**src/rtl/riscv_defines.sv**
```systemverilog
`default_nettype none
// ============================================================================
// Package     : riscv_defines
// Description : Shared core widths plus memory arbiter state and grant types.
// Revision    : 1.0 - initial release
// ============================================================================
package riscv_defines;

  localparam int RISCV_ADDR_WIDTH = 32;
  localparam int RISCV_WORD_WIDTH = 32;

  typedef enum logic [1:0] {
    IDLE   = 2'd0,
    BUSY_I = 2'd1,
    BUSY_D = 2'd2
  } arb_state_t;

  typedef enum logic {
    GRANT_I = 1'b0,
    GRANT_D = 1'b1
  } grant_id_t;

endpackage
`default_nettype wire

```
**src/rtl/mem_arbiter.sv**
```systemverilog
`default_nettype none
// ============================================================================
// Module      : mem_arbiter
// Description : Round-robin arbiter sharing one memory port between fetch and LSU.
// Revision    : 1.0 - initial release
// ============================================================================
module mem_arbiter
  import riscv_defines::*;
#(
  parameter int ADDR_W = RISCV_ADDR_WIDTH,
  parameter int DATA_W = RISCV_WORD_WIDTH
) (
  input  logic              clk,
  input  logic              rst,

  input  logic              i_valid_i,
  output logic              i_ready_o,
  input  logic [ADDR_W-1:0] i_addr_i,
  input  logic [DATA_W-1:0] i_wdata_i,
  input  logic [3:0]        i_we_i,
  output logic [DATA_W-1:0] i_rdata_o,

  input  logic              d_valid_i,
  output logic              d_ready_o,
  input  logic [ADDR_W-1:0] d_addr_i,
  input  logic [DATA_W-1:0] d_wdata_i,
  input  logic [3:0]        d_we_i,
  output logic [DATA_W-1:0] d_rdata_o,

  output logic              mem_valid_o,
  input  logic              mem_ready_i,
  output logic [ADDR_W-1:0] mem_addr_o,
  output logic [DATA_W-1:0] mem_wdata_o,
  output logic [3:0]        mem_we_o,
  input  logic [DATA_W-1:0] mem_rdata_i
);

  arb_state_t r_state;
  grant_id_t  r_last_grant;

  logic w_pick_d;
  logic w_pick_i;

  // Data side wins contention only when instruction side was served last.
  assign w_pick_d = d_valid_i && (!i_valid_i || (r_last_grant == GRANT_I));
  assign w_pick_i = i_valid_i && !w_pick_d;

  assign i_ready_o = !rst && (r_state == BUSY_I) && mem_ready_i;
  assign d_ready_o = !rst && (r_state == BUSY_D) && mem_ready_i;
  assign i_rdata_o = mem_rdata_i;
  assign d_rdata_o = mem_rdata_i;

  always_ff @(posedge clk) begin
    if (rst) begin
      r_state      <= IDLE;
      r_last_grant <= GRANT_I;
      mem_valid_o  <= 1'b0;
      mem_addr_o   <= '0;
      mem_wdata_o  <= '0;
      mem_we_o     <= '0;
    end else begin
      case (r_state)
        IDLE: begin
          if (w_pick_d) begin
            r_state     <= BUSY_D;
            mem_valid_o <= 1'b1;
            mem_addr_o  <= d_addr_i;
            mem_wdata_o <= d_wdata_i;
            mem_we_o    <= d_we_i;
          end else if (w_pick_i) begin
            r_state     <= BUSY_I;
            mem_valid_o <= 1'b1;
            mem_addr_o  <= i_addr_i;
            mem_wdata_o <= i_wdata_i;
            mem_we_o    <= i_we_i;
          end
        end
        BUSY_I: begin
          if (mem_ready_i) begin
            r_state      <= IDLE;
            r_last_grant <= GRANT_I;
            mem_valid_o  <= 1'b0;
          end
        end
        BUSY_D: begin
          if (mem_ready_i) begin
            r_state      <= IDLE;
            r_last_grant <= GRANT_D;
            mem_valid_o  <= 1'b0;
          end
        end
        default: begin
          r_state     <= IDLE;
          mem_valid_o <= 1'b0;
        end
      endcase
    end
  end

endmodule
`default_nettype wire
```
**config.mk**
```make
export PLATFORM = sky130hd
export DESIGN_NAME = mem_arbiter
export DESIGN_NICKNAME = d
export VERILOG_FILES = /design/src/rtl/riscv_defines.sv /design/src/rtl/mem_arbiter.sv
export SDC_FILE = /design/constraint.sdc
export NUM_CORES = 1
export LEC_CHECK = 0
export BUFFER_PORTS_ARGS = -buffer_cell sky130_fd_sc_hd__clkbuf_2
export CAP_MARGIN = 20
export CORE_AREA = 3 3 120 122
export CTS_CLUSTER_DIAMETER = 100
export CTS_CLUSTER_SIZE = 28
export DETAILED_ROUTE_END_ITERATION = 8
export DIE_AREA = 0 0 123 125
export GPL_TIMING_DRIVEN = 0
export PLACE_DENSITY_LB_ADDON = 0.05
export SLEW_MARGIN = 25
export SYNTH_ARGS = -nofsm -noshare
export SYNTH_HDL_FRONTEND = slang
export SYNTH_SLANG_ARGS = --single-unit
export TNS_END_PERCENT = 20
```
**constraint.sdc**
```tcl
create_clock -name clk -period 3.9 [get_ports clk]
set_input_delay 0.195 -clock clk [delete_from_list [all_inputs] [get_ports clk]]
set_output_delay 0.195 -clock clk [all_outputs]
set_load 0.1 [all_outputs]
```
==> results.md, run 1 <==
Clock network:
- After clock tree synthesis, the setup repair step added 0 buffers.
- After clock tree synthesis, the repair step resized 0 gates.
- The tree is rooted in a clkbuf_16.
- The quantity of hold-fixing buffers added after cts is 0.
- TritonCTS created 9 clock buffers.
- The clock latency reported for the late side of the worst-skew pair is 0.33 ns.
- The buffer levels on the longest clock path is 2.
- The total clock sinks is 72.
- The number of H-tree levels is 3.
- Clock-pin slew was measured on the worst setup and hold paths at 0.06 ns.
- The clock tree from TritonCTS is built.

Yosys:
- The cell count after synthesis came out at 474.
- dfxtp_1 takes more of the synthesized area than any other cell.
- Synthesis instantiated 24 different standard cells from the library.
- In the post-synthesis netlist, the cell with the most instances is nand2_1.
- The number of nets in the synthesized netlist is 650.
- In the synthesized netlist the async set-or-reset flop fraction comes to 0.
- Synthesis inferred 72 register bits.
- The synthesized netlist occupies a cell area of 0.00395 mm².
- By count the netlist is led by 140 x nand2_1, 72 x dfxtp_1, 71 x nor2_1, 67 x buf_4, 40 x a311oi_2.
- In the synthesized netlist the dominant register cell turns out to be dfxtp_1.
- In the post-synthesis netlist, the biggest area contributors are dfxtp_1 36%, a311oi_2 15%, nand2_1 13%.
- The share of synthesized area in the top cell type comes to 0.365.
- Yosys printed 0 warnings.
- Dividing the synthesized area by the synthesized cell count gives 8.34 µm².
- The sequential-to-total area share from yosys stat is 0.365.
- The number of flops mapped to enable cells by yosys is 0.

Critical path:
- The arrival time of the worst setup path is 1.56 ns.
- In this design, the stage delay of the slowest critical-path cell is 0.47 ns.
- The number of buffers and inverters on the critical path is 2.
- The critical path launch point type is a register.
- Walking the worst path, the cells encountered are inv_1, ha_1, nand2_1, nor2_1, clkbuf_2.
- The required time at the worst-slack endpoint is 3.70 ns.
- The cell type group with the largest total delay on the critical path is buffers and inverters.
- The critical path in this run is classified as register to output port.
- The highest fanout seen on the critical path is 3.
- The worst setup path is captured at an output port.
- The slowest cell on the critical path is clkbuf_2.

Floorplan:
- The boundary pin count is 308.
- The area of the die is 0.0154 mm².
- The initialized floorplan defines 42 standard-cell rows.
- The die height is 125 µm.
- The chip width is 123 µm.
- The initial cell density of the core is 0.297.
- In this run the standard cell core region covers 0.0133 mm².

STA:
- The timing-limited maximum frequency is 0.569 GHz.
- The number of max-slew violations in the final report is 0.
- The clock period minus worst slack is 1.76 ns.
- On the final layout, the worst clock skew is 0.00405 ns.
- For the pin with the worst max-slew slack, the measured transition is 0.714 ns.
- Setup repair after global routing left no endpoint under its margin.
- Setup violations remaining at the end of the flow were counted as 0.
- Of the available clock period, the critical path in the final layout requires 0.450.
- After routing, the total negative slack on setup checks comes to 0 ns.
- The worst pin sits at a relative slew slack of 0.524.
- The total count of hold-check failures in the final report was 0.

Finish:
- The filler cell count in the final layout is 1426.
- The area overhead of the layout relative to synthesis is 49.0%.
- 0 antenna diodes ended up in the layout.
- The multi-input combinational cells in the finished layout cover a total of 0.00178 mm².
- Excluding fillers, the count of instances in the completed layout stands at 940.
- The layout cell share with drive strength beyond 1 is 0.558.
- Registers take 0.00144 mm².
- The number of nets in the layout is 935.

Run:
- The count of maximum capacitance violations is 0.

Placement:
- Buffers placed on the I/O ports in this run total 274.
- In this run, placement finished with an instance count of 924.
- Summed over all nets, the half-perimeter wirelength after detailed placement is 11.3 mm.
- Routability-driven placement finished with a final weighted congestion of 0.741.

Routing:
- The via density per instance is 4.54.
- The final route contains 4271 vias.
- The count of antenna-violating nets left after detailed routing is 0.
- After detailed routing, the average wire length per cell comes to 15.1 µm.
- For this run, design rule violations remaining after detail routing come to 0.
- Before antenna repair, the detailed router went through 4 iterations.
- The first routing iteration left 169 violations.
- The routed wire length is 14.2 mm.

Global route:
- The initial antenna violation count was 0.
- The first global-routing pass estimated 21.8 mm of wire.
- The via count of the first global-routing pass is 4445.
- Across every metal layer, demand over resource in global routing totals 0.179.
- Entering global routing, the biggest net connects 14 pins.
- After global routing the overflow that remains totals 0.

Power and ir drop:
- The leakage power figure is 0.00301 µW.
- The worst-case vdd ir drop is 0.230 mV.
- For this design the ratio of total power to cell area is 622 mW/mm².

Worst hold path:
- In this run the worst hold path is classified as input port to register.

Run status:
- The run finished with clean final reports.
[cell type report]
type | count | share of cell area
multi-input cells | 298 | 0.302
inverters | 2 | 0.00127
flip-flops and latches | 72 | 0.245
plain buffers | 102 | 0.123
well taps | 176 | 0.0374
clock buffers | 9 | 0.0382
repair buffers | 274 | 0.233
clock inverters | 7 | 0.0204
[flip-flops by register name, indices dropped and copies added (netlist names)]
name	count
mem_valid_o	1
mem_wdata_o	32
r_last_grant	1
mem_addr_o	32
r_state	2
mem_we_o	4
[where the power goes]
part	total [µW]	internal [µW]	switching [µW]	leakage, µW
logic	1790	361	1430	0.00225
registers	911	850	60.1	0.000598
clock network	962	626	336	0.000166
total	3670	1840	1830	0.00301
[path summary, 6_finish.rpt]
path	startpoint	end	slack, ns	cells after the start
worst min-delay path	i_addr_i[4]	mem_addr_o[4]$_SDFFE_PP0P_	0.11	3
worst min register to register	mem_addr_o[4]$_SDFFE_PP0P_	mem_addr_o[4]$_SDFFE_PP0P_	0.50	2
worst max-delay path	r_state[0]$_SDFFE_PP0P_	d_ready_o	2.14	5
worst max register to register	r_state[0]$_SDFFE_PP0P_	mem_wdata_o[27]$_SDFFE_PP0P_	2.18	7
[cells by family (layout without fill, tap and decap cells)]
kind of cell | after synthesis | count (layout) | synth area share
and+or+nand+nor | 218 | 218 | 0.211
buffers and inverters | 104 | 394 | 0.185
AOI/OAI and AO/OA | 77 | 77 | 0.230
DFF | 72 | 72 | 0.365
adders and majority gates | 3 | 3 | 0.00949
[tightest hold or removal path: stages]
cell and delay [ns]:
clkbuf_2 0.08, nand2_1 0.04, a311oi_1 0.07
[routing by layer]
metal / share of wire / up-vias / GRT usage
met5: 0 / - / 0
met4: 0.021 / 0 / 0.0625
met3: 0.085 / 17 / 0.0510
met2: 0.51 / 172 / 0.319
met1: 0.38 / 1960 / 0.200
li1: - / 2122 / -
[per-stage QoR]
stage / cell area (µm²) / util / hold slack (ns) / total power [µW] / setup WS [ns]
2_1_floorplan: 3950 / - / 0.354 / 2400 / 1.87
3_3_place_gp: 5550 / 0.417 / 0.445 / 2720 / 2.22
3_5_place_dp: 5550 / 0.417 / 0.449 / 2730 / 2.17
4_1_cts: 5890 / 0.443 / 0.0943 / 3710 / 2.12
5_1_grt: 5890 / 0.443 / 0.105 / 3820 / 2.02
6_report: 5890 / 0.443 / 0.106 / 3670 / 2.14
[cell usage in the layout (no fill, tap or decap)]
cell type	n
or2_2	1
bufinv_16	3
clkinv_2	1
nand2b_1	1
a311oi_1	28
nand4_1	1
clkbuf_16	9
a311oi_2	40
buf_2	18
nand2_1	140
buf_4	67
nor2_1	71
nor3_1	1
o22a_1	1
buf_6	9
and2b_1	1
clkinvlp_4	1
nand3_1	1
ha_1	3
o21ai_0	1
dfxtp_1	72
clkbuf_1	8
nor2b_1	1
clkbuf_2	274
o21a_1	1
inv_1	2
clkinv_4	2
a21oi_1	4
a21bo_1	1
a21boi_2	1
Power figures use the tool's default switching activity.
==> run 2: changes to the inputs <==
==> constraint.sdc (replaced) <==
create_clock -name clk -period 1.75 [get_ports clk]
set_input_delay 0.0875 -clock clk [delete_from_list [all_inputs] [get_ports clk]]
set_output_delay 0.0875 -clock clk [all_outputs]
set_load 0.1 [all_outputs]
==> run 2 against run 1 <==
  * Flip-flop and latch count unchanged
  * Register-to-register slack worse by 2.0 ns
  * Sequential share of layout area down 1.5 points
  * Largest cell class unchanged
  * Critical path type is now register to register
  * Core utilization up 2.8 points
  * Die area unchanged
==> results.md, run 2 (synthesis gave the netlist of run 1 again) <==
STA:
- In the final timing run, aggregate negative setup slack is 0 ns.
- Setup violations remaining at the end of the flow were counted as 0.
- Setup repair after global routing could not meet its margin everywhere.
- Dividing the final minimum period by the clock period gives 0.921.
- Measured against its own limit, the worst slew margin works out to 0.511.
- The worst path in the final design needs a cycle of 1.61 ns, including I/O delays and setup.
- The total count of hold-check failures in the final report is 0.
- The post-layout worst setup margin is 0.138 ns.
- The number of max-slew violations in the final report is 0.
- The timing-limited maximum frequency is 0.620 GHz.
- The transition time at the pin with the least slew margin is 0.734 ns.
- Between clock sinks in the finished design, the worst skew comes to 0.00828 ns.

Critical path:
- The required time at the worst-slack endpoint is 2.00 ns.
- The arrival time of the worst setup path is 1.86 ns.
- The worst setup path is of the register to register kind.
- The critical path goes through inv_1, ha_2, o21a_1, buf_4, buf_2, nor2_1, a311oi_2.
- The critical path capture point type is a register.
- The slowest cell on the critical path is dfxtp_1.
- STA classifies the critical path startpoint as a register.
- In this run the worst path has a maximum fanout of 10.
- The cell type group with the largest total delay on the critical path is buffers and inverters.
- In this design, the stage delay of the slowest critical-path cell is 0.32 ns.
- The buffer and inverter count on the worst path is 3.

Power and ir drop:
- The internal portion of the total power is 4330 µW.
- The part of the total power dissipated in the clock network is 0.273.
- The total power after layout is 8380 µW.
- Of the total power, registers draw 0.242.
- For this design the total switching power over the nets is 4050 µW.
- Across the VDD grid, the largest voltage drop is 0.472 mV.
- The switching fraction of total power is 0.483.
- The combinational share of power is 0.485.
- For this design the static power due to leakage is 0.00317 µW.
- The ratio of total power to cell area is 1340 mW/mm².

Routing:
- The post-detailed-route wirelength per cell is 14.9 µm.
- The via count of the routed design is 4437.
- The initial detailed-routing violation count is 183.
- The routed wire length is 14.5 mm.
- The total iterations of the first detailed-routing run is 4.
- The via density per instance is 4.56.
- The post-route DRC violation count is 0.
- Once detail routing completed, the nets flagged for antenna violations numbered 0.

Clock network:
- The buffer levels on the longest clock path is 2.
- Clock tree synthesis inserted a total of 9 buffers.
- The total clock sinks is 72.
- After clock tree synthesis, the clock-pin slew on the worst setup and hold paths is 0.06 ns.
- The number of H-tree levels is 3.
- The clock tree from TritonCTS is built.
- The buffer type at the clock tree root is clkbuf_16.
- The total setup buffers inserted after CTS is 0.
- For the worst-skew pair, the clock arrives at the later sink with an insertion delay of 0.33 ns.

Run:
- The count of maximum capacitance violations is 0.

Finish:
- Summing all non-filler instances in the final layout gives an area of 0.00626 mm².
- The net count of the finished layout is 968.
- Leaving out fill and tap cells, the most frequent cells in the layout are 274 x clkbuf_2, 140 x nand2_1, 72 x dfxtp_1.
- The leading cell type in the layout, fill and taps excluded is clkbuf_2.
- The area growth from synthesis to layout is 58.4%.
- Once layout is complete, the utilization of the core stands at 0.471.
- The largest registers in the layout are mem_addr_o x32, mem_wdata_o x32, mem_we_o x4.
- In the final layout, the share of cells above drive strength 1 is 0.537.
- The filler cells instantiated in the layout total 1372.
- The repair_antennas step left the layout with diodes totalling 0.

Global route:
- The initial antenna violation count came to 0.
- The global router's overall resource usage is 0.177.
- The via count of the first global-routing pass came to 4346.
- The total overflow left after global routing is 0.
- The wire length of the first global-routing pass is 21.7 mm.
- Entering global routing, the biggest net connects 13 pins.

Floorplan:
- The initialized floorplan defines 42 standard-cell rows.
- The area of the die is 0.0154 mm².
- The chip width is 123 µm.
- The initial utilization of the core area, before any placement, comes to 0.297.
- In this run the standard cell core region covers 0.0133 mm².
- The boundary pin count is 308.
- The floorplan step set the die height to 125 µm.

Placement:
- The final estimated routing congestion in global placement is 0.729.
- Input and output buffers added on the ports amount to 274.
- In this run the cell area measured after placement is 0.00555 mm².
- At the placement stage, the worst setup path has a slack of 0.0678 ns.
- The HPWL after detailed placement is 11.3 mm.

Worst hold path:
- The class of the most critical hold timing path is input port to register.

Run status:
- The flow ran to the end, and the final reports show no timing, DRC or antenna violations.
run 2: cell count changes in the layout (fill, tap and decap cells not counted), sizes merged:
| cell | change |
|---|---|
| bufinv | +1 |
| buf | -3 |
| dlygate4sd3 | +33 |
| clkinvlp | -1 |
| clkinv | -1 |
| clkbuf | +4 |
run 2: power by group through the flow:
stage                     logic (µW)  clock network, µW  registers (µW)
after floorplan                 1550                  0            3800
after global placement          4010                  0            2060
after detailed placement        4020                  0            2060
after CTS                       4090               2340            2030
after global routing            4250               2390            2060
final                           4070               2290            2030
run 2: layer usage:
| metal | part of all wire | track usage | vias to the layer above |
|---|---|---|---|
| li1 | - | - | 2192 |
| met1 | 0.40 | 0.206 | 2051 |
| met2 | 0.50 | 0.314 | 178 |
| met3 | 0.077 | 0.0456 | 16 |
| met4 | 0.015 | 0.0593 | 0 |
| met5 | 0 | 0 | - |
run 2: what timing repair did:
action / CTS / global route
endpoints found under the setup margin: 0 / 54
resized for setup: 0 / 8
hold endpoints to repair: 21 / 0
hold buffers: 33 / 0
run 2: final timing paths:
path | startpoint | to | cells after the start | slack, ns
setup / recovery | r_state[0]$_SDFFE_PP0P_ | mem_wdata_o[27]$_SDFFE_PP0P_ | 7 | 0.14
hold / removal | d_addr_i[9] | mem_addr_o[9]$_SDFFE_PP0P_ | 3 | 0.003
setup reg to reg | r_state[0]$_SDFFE_PP0P_ | mem_wdata_o[27]$_SDFFE_PP0P_ | 7 | 0.14
hold reg to reg | r_last_grant$_SDFFE_PP0P_ | r_last_grant$_SDFFE_PP0P_ | 2 | 0.49
run 2: worst register-to-register path: stages, from the launching register on:
cell and delay (ns):
dfxtp_1 0.32, inv_1 0.10, ha_2 0.24, o21a_1 0.13, buf_4 0.18, buf_2 0.26, nor2_1 0.08, a311oi_2 0.22
run 2: through the flow:
| stage | hold WS [ns] | cells |
|---|---|---|
| 4_1_cts | 0.000974 | 973 |
| 3_3_place_gp | 0.336 | 924 |
| 3_5_place_dp | 0.342 | 924 |
| 6_report | 0.00294 | 973 |
| 5_1_grt | 0.00516 | 973 |
| 2_1_floorplan | 0.246 | 474 |
run 2: cell type report:
| type | count | area [µm²] | area share |
|---|---|---|---|
| multi-input combinational | 298 | 1790 | 0.285 |
| timing repair buffer | 307 | 1700 | 0.272 |
| sequential | 72 | 1440 | 0.230 |
| buffer | 102 | 737 | 0.118 |
| clock buffer | 10 | 239 | 0.0382 |
| tap | 176 | 220 | 0.0352 |
| clock inverter | 6 | 130 | 0.0208 |
| inverter | 2 | 7.51 | 0.00120 |
==> run 3: changes to the inputs <==
--- a/config.mk
+++ b/config.mk
@@ -13,6 +13,7 @@
 export DETAILED_ROUTE_END_ITERATION = 8
 export DIE_AREA = 0 0 123 125
 export GPL_TIMING_DRIVEN = 0
+export MAX_ROUTING_LAYER = met4
 export PLACE_DENSITY_LB_ADDON = 0.05
 export SLEW_MARGIN = 25
 export SYNTH_ARGS = -nofsm -noshare
==> run 3 against run 2 <==
  * Critical endpoint unchanged
  * Total power about the same
  * Worst hold slack improved by 0.00093 ns
  * Clock skew fell by 0.0043 ns
  * Critical path depth did not move
  * Clock power barely moved
  * Routed wire length shrank 0.39%
==> results.md, run 3 (synthesis gave the netlist of run 1 again) <==
STA:
- The relative max-transition margin is 0.517.
- Setup repair after global routing could not meet its margin everywhere.
- The total count of hold-check failures in the final report is 0.
- The clock skew is 0.00398 ns.
- Setup violations remaining at the end of the flow were counted as 0.
- At the pin with the least slew margin, the transition time is 0.724 ns.
- The worst hold margin is 0.00387 ns.
- The number of max-slew violations in the final report is 0.
- The sum of negative setup slack is 0 ns.
- After layout, the worst setup slack is 0.136 ns.
- The clock period minus worst slack is 1.61 ns.
- The share of the cycle needed by the critical path after routing is 0.922.
- For this run, the top clock speed supported by timing is 0.620 GHz.

Clock network:
- The clock drives 72 sinks.
- Clock tree synthesis selected as its root buffer the cell clkbuf_16.
- The clock latency reported for the late side of the worst-skew pair is 0.33 ns.
- The buffer levels on the longest clock path is 2.
- The total setup buffers inserted after CTS is 0.
- TritonCTS built the clock tree.
- CTS built an H-tree with a depth of 3.
- The CTS buffer count is 9.
- The clock slew at the register clock pins of the worst setup and hold paths is 0.06 ns.

Floorplan:
- The die covers 0.0154 mm².
- The number of cell rows is 42.
- The boundary pin count is 308.
- The core region is 0.0133 mm².
- The floorplan step set the die width to 123 µm.
- The die height is 125 µm.
- The initial cell density of the core is 0.297.

Finish:
- The final non-filler cell area is 0.00626 mm².
- The area overhead of the layout relative to synthesis is 58.4%.
- The filler cell count in the final layout is 1372.
- The number of nets in the layout is 968.
- The repair_antennas step left the layout with diodes totalling 0.
- Leaving out fill and tap cells, the most frequent cell in the layout is clkbuf_2.
- In the final layout, the share of cells above drive strength 1 is 0.537.
- The largest registers in the layout are mem_addr_o x32, mem_wdata_o x32, mem_we_o x4.
- Leaving out fill and tap cells, the most frequent cells in the layout are 274 x clkbuf_2, 140 x nand2_1, 72 x dfxtp_1.

Run status:
- The flow ran to the end, and the final reports show no timing, DRC or antenna violations.

Routing:
- Summed over all layers, the routed wires come to 14.5 mm.
- For this run, the detailed router's first-pass iteration total came to 4.
- The initial detailed-routing violation count is 174.
- Detailed routing inserted a total of 4419 vias.
- The post-detailed-route wirelength per cell is 14.9 µm.
- The post-route DRC violation count is 0.
- The via density per instance is 4.54.
- The count of antenna-violating nets left after detailed routing is 0.

Critical path:
- The worst setup path is of the register to register kind.
- The critical path launch point type is a register.
- Grouping stages by cell kind, the critical path spends the most delay in buffers and inverters.
- For the worst setup path, the data required time is 2.00 ns.
- The critical path capture point type is a register.
- Together, buffers and inverters on the worst path number 3.
- The highest fanout seen on the critical path is 10.
- Walking the worst path, the cells encountered are inv_1, ha_2, o21a_1, buf_4, buf_2, nor2_1, a311oi_2.
- The arrival time of the worst setup path is 1.86 ns.
- The slowest cell on the critical path is dfxtp_1.
- On the worst path, the slowest cell contributes a delay of 0.32 ns.

Placement:
- The half-perimeter wire length of the detailed placement result is 11.3 mm.
- During placement, the flow inserted port buffers numbering 274.
- The placed instances occupy a cell area of 0.00555 mm².
- The placement-stage worst setup slack is 0.0678 ns.
- The congestion estimate from routability-driven global placement came to 0.738.

Power and ir drop:
- The total power after layout is 8380 µW.
- For this design the ratio of total power to cell area is 1340 mW/mm².
- The leakage power figure is 0.00317 µW.
- The worst-case vdd ir drop is 0.472 mV.

Worst hold path:
- The tightest min-delay check is of the input port to register type.

Global route:
- The aggregate global routing overflow is 0.
- In the global route stage, overall resource usage came out at 0.182.
- The maximum number of pins on one net before global-route repair is 13.
- The first global-routing pass estimated 21.6 mm of wire.
- The initial antenna violation count is 0.
- The via count of the first global-routing pass came to 4352.

Run:
- Across the run, the number of max-cap violations was 0.
## run 3: cell counts in the layout (fill, tap and decap cells not counted)
Identical to the previous run, type by type.
## run 3: metal layers
metal,vias up,wire [µm],GRT usage,share of wire
li1,2187,-,-,-
met1,2037,5870,0.209,0.41
met2,178,7290,0.315,0.50
met3,17,1070,0.0397,0.074
met4,0,248,0.0593,0.017
met5,-,0,-,0
## run 3: worst register-to-register path, stage by stage (launching register included)
cell and delay (ns):
dfxtp_1 0.32, inv_1 0.10, ha_2 0.24, o21a_1 0.13
buf_4 0.18, buf_2 0.26, nor2_1 0.08, a311oi_2 0.22
## run 3: cell type report
| type | count | area [µm²] | area share |
|---|---|---|---|
| sequential | 72 | 1440 | 0.230 |
| clock buffer | 10 | 239 | 0.0382 |
| timing repair buffer | 307 | 1700 | 0.272 |
| multi-input combinational | 298 | 1790 | 0.285 |
| tap | 176 | 220 | 0.0352 |
| buffer | 102 | 737 | 0.118 |
| clock inverter | 6 | 130 | 0.0208 |
| inverter | 2 | 7.51 | 0.00120 |
## run 3: path summary, 6_finish.rpt
path | startpoint | to | slack (ns) | cells past startpoint
worst min register to register | r_last_grant$_SDFFE_PP0P_ | r_last_grant$_SDFFE_PP0P_ | 0.49 | 2
worst max-delay path | r_state[0]$_SDFFE_PP0P_ | mem_wdata_o[27]$_SDFFE_PP0P_ | 0.14 | 7
worst max register to register | r_state[0]$_SDFFE_PP0P_ | mem_wdata_o[27]$_SDFFE_PP0P_ | 0.14 | 7
worst min-delay path | i_addr_i[15] | mem_addr_o[15]$_SDFFE_PP0P_ | 0.004 | 3
## run 3: repair_timing
item                                   CTS  global route
hold buffers                            33             0
setup endpoints to repair                0            54
endpoints found under the hold margin   21             0
resized for setup                        0             8
## run 3: report_power, final
| group | leakage, µW | internal, µW | total (µW) | switching, µW |
|---|---|---|---|---|
| combinational | 0.00239 | 865 | 4070 | 3200 |
| sequential | 0.000598 | 1900 | 2030 | 135 |
| clock | 0.000182 | 1570 | 2280 | 710 |
## run 3: metrics by stage
step | utilization | instances
final | 0.471 | 973
after global routing | 0.471 | 973
after CTS | 0.470 | 973
after detailed placement | 0.417 | 924
after global placement | 0.417 | 924
after floorplan | - | 474
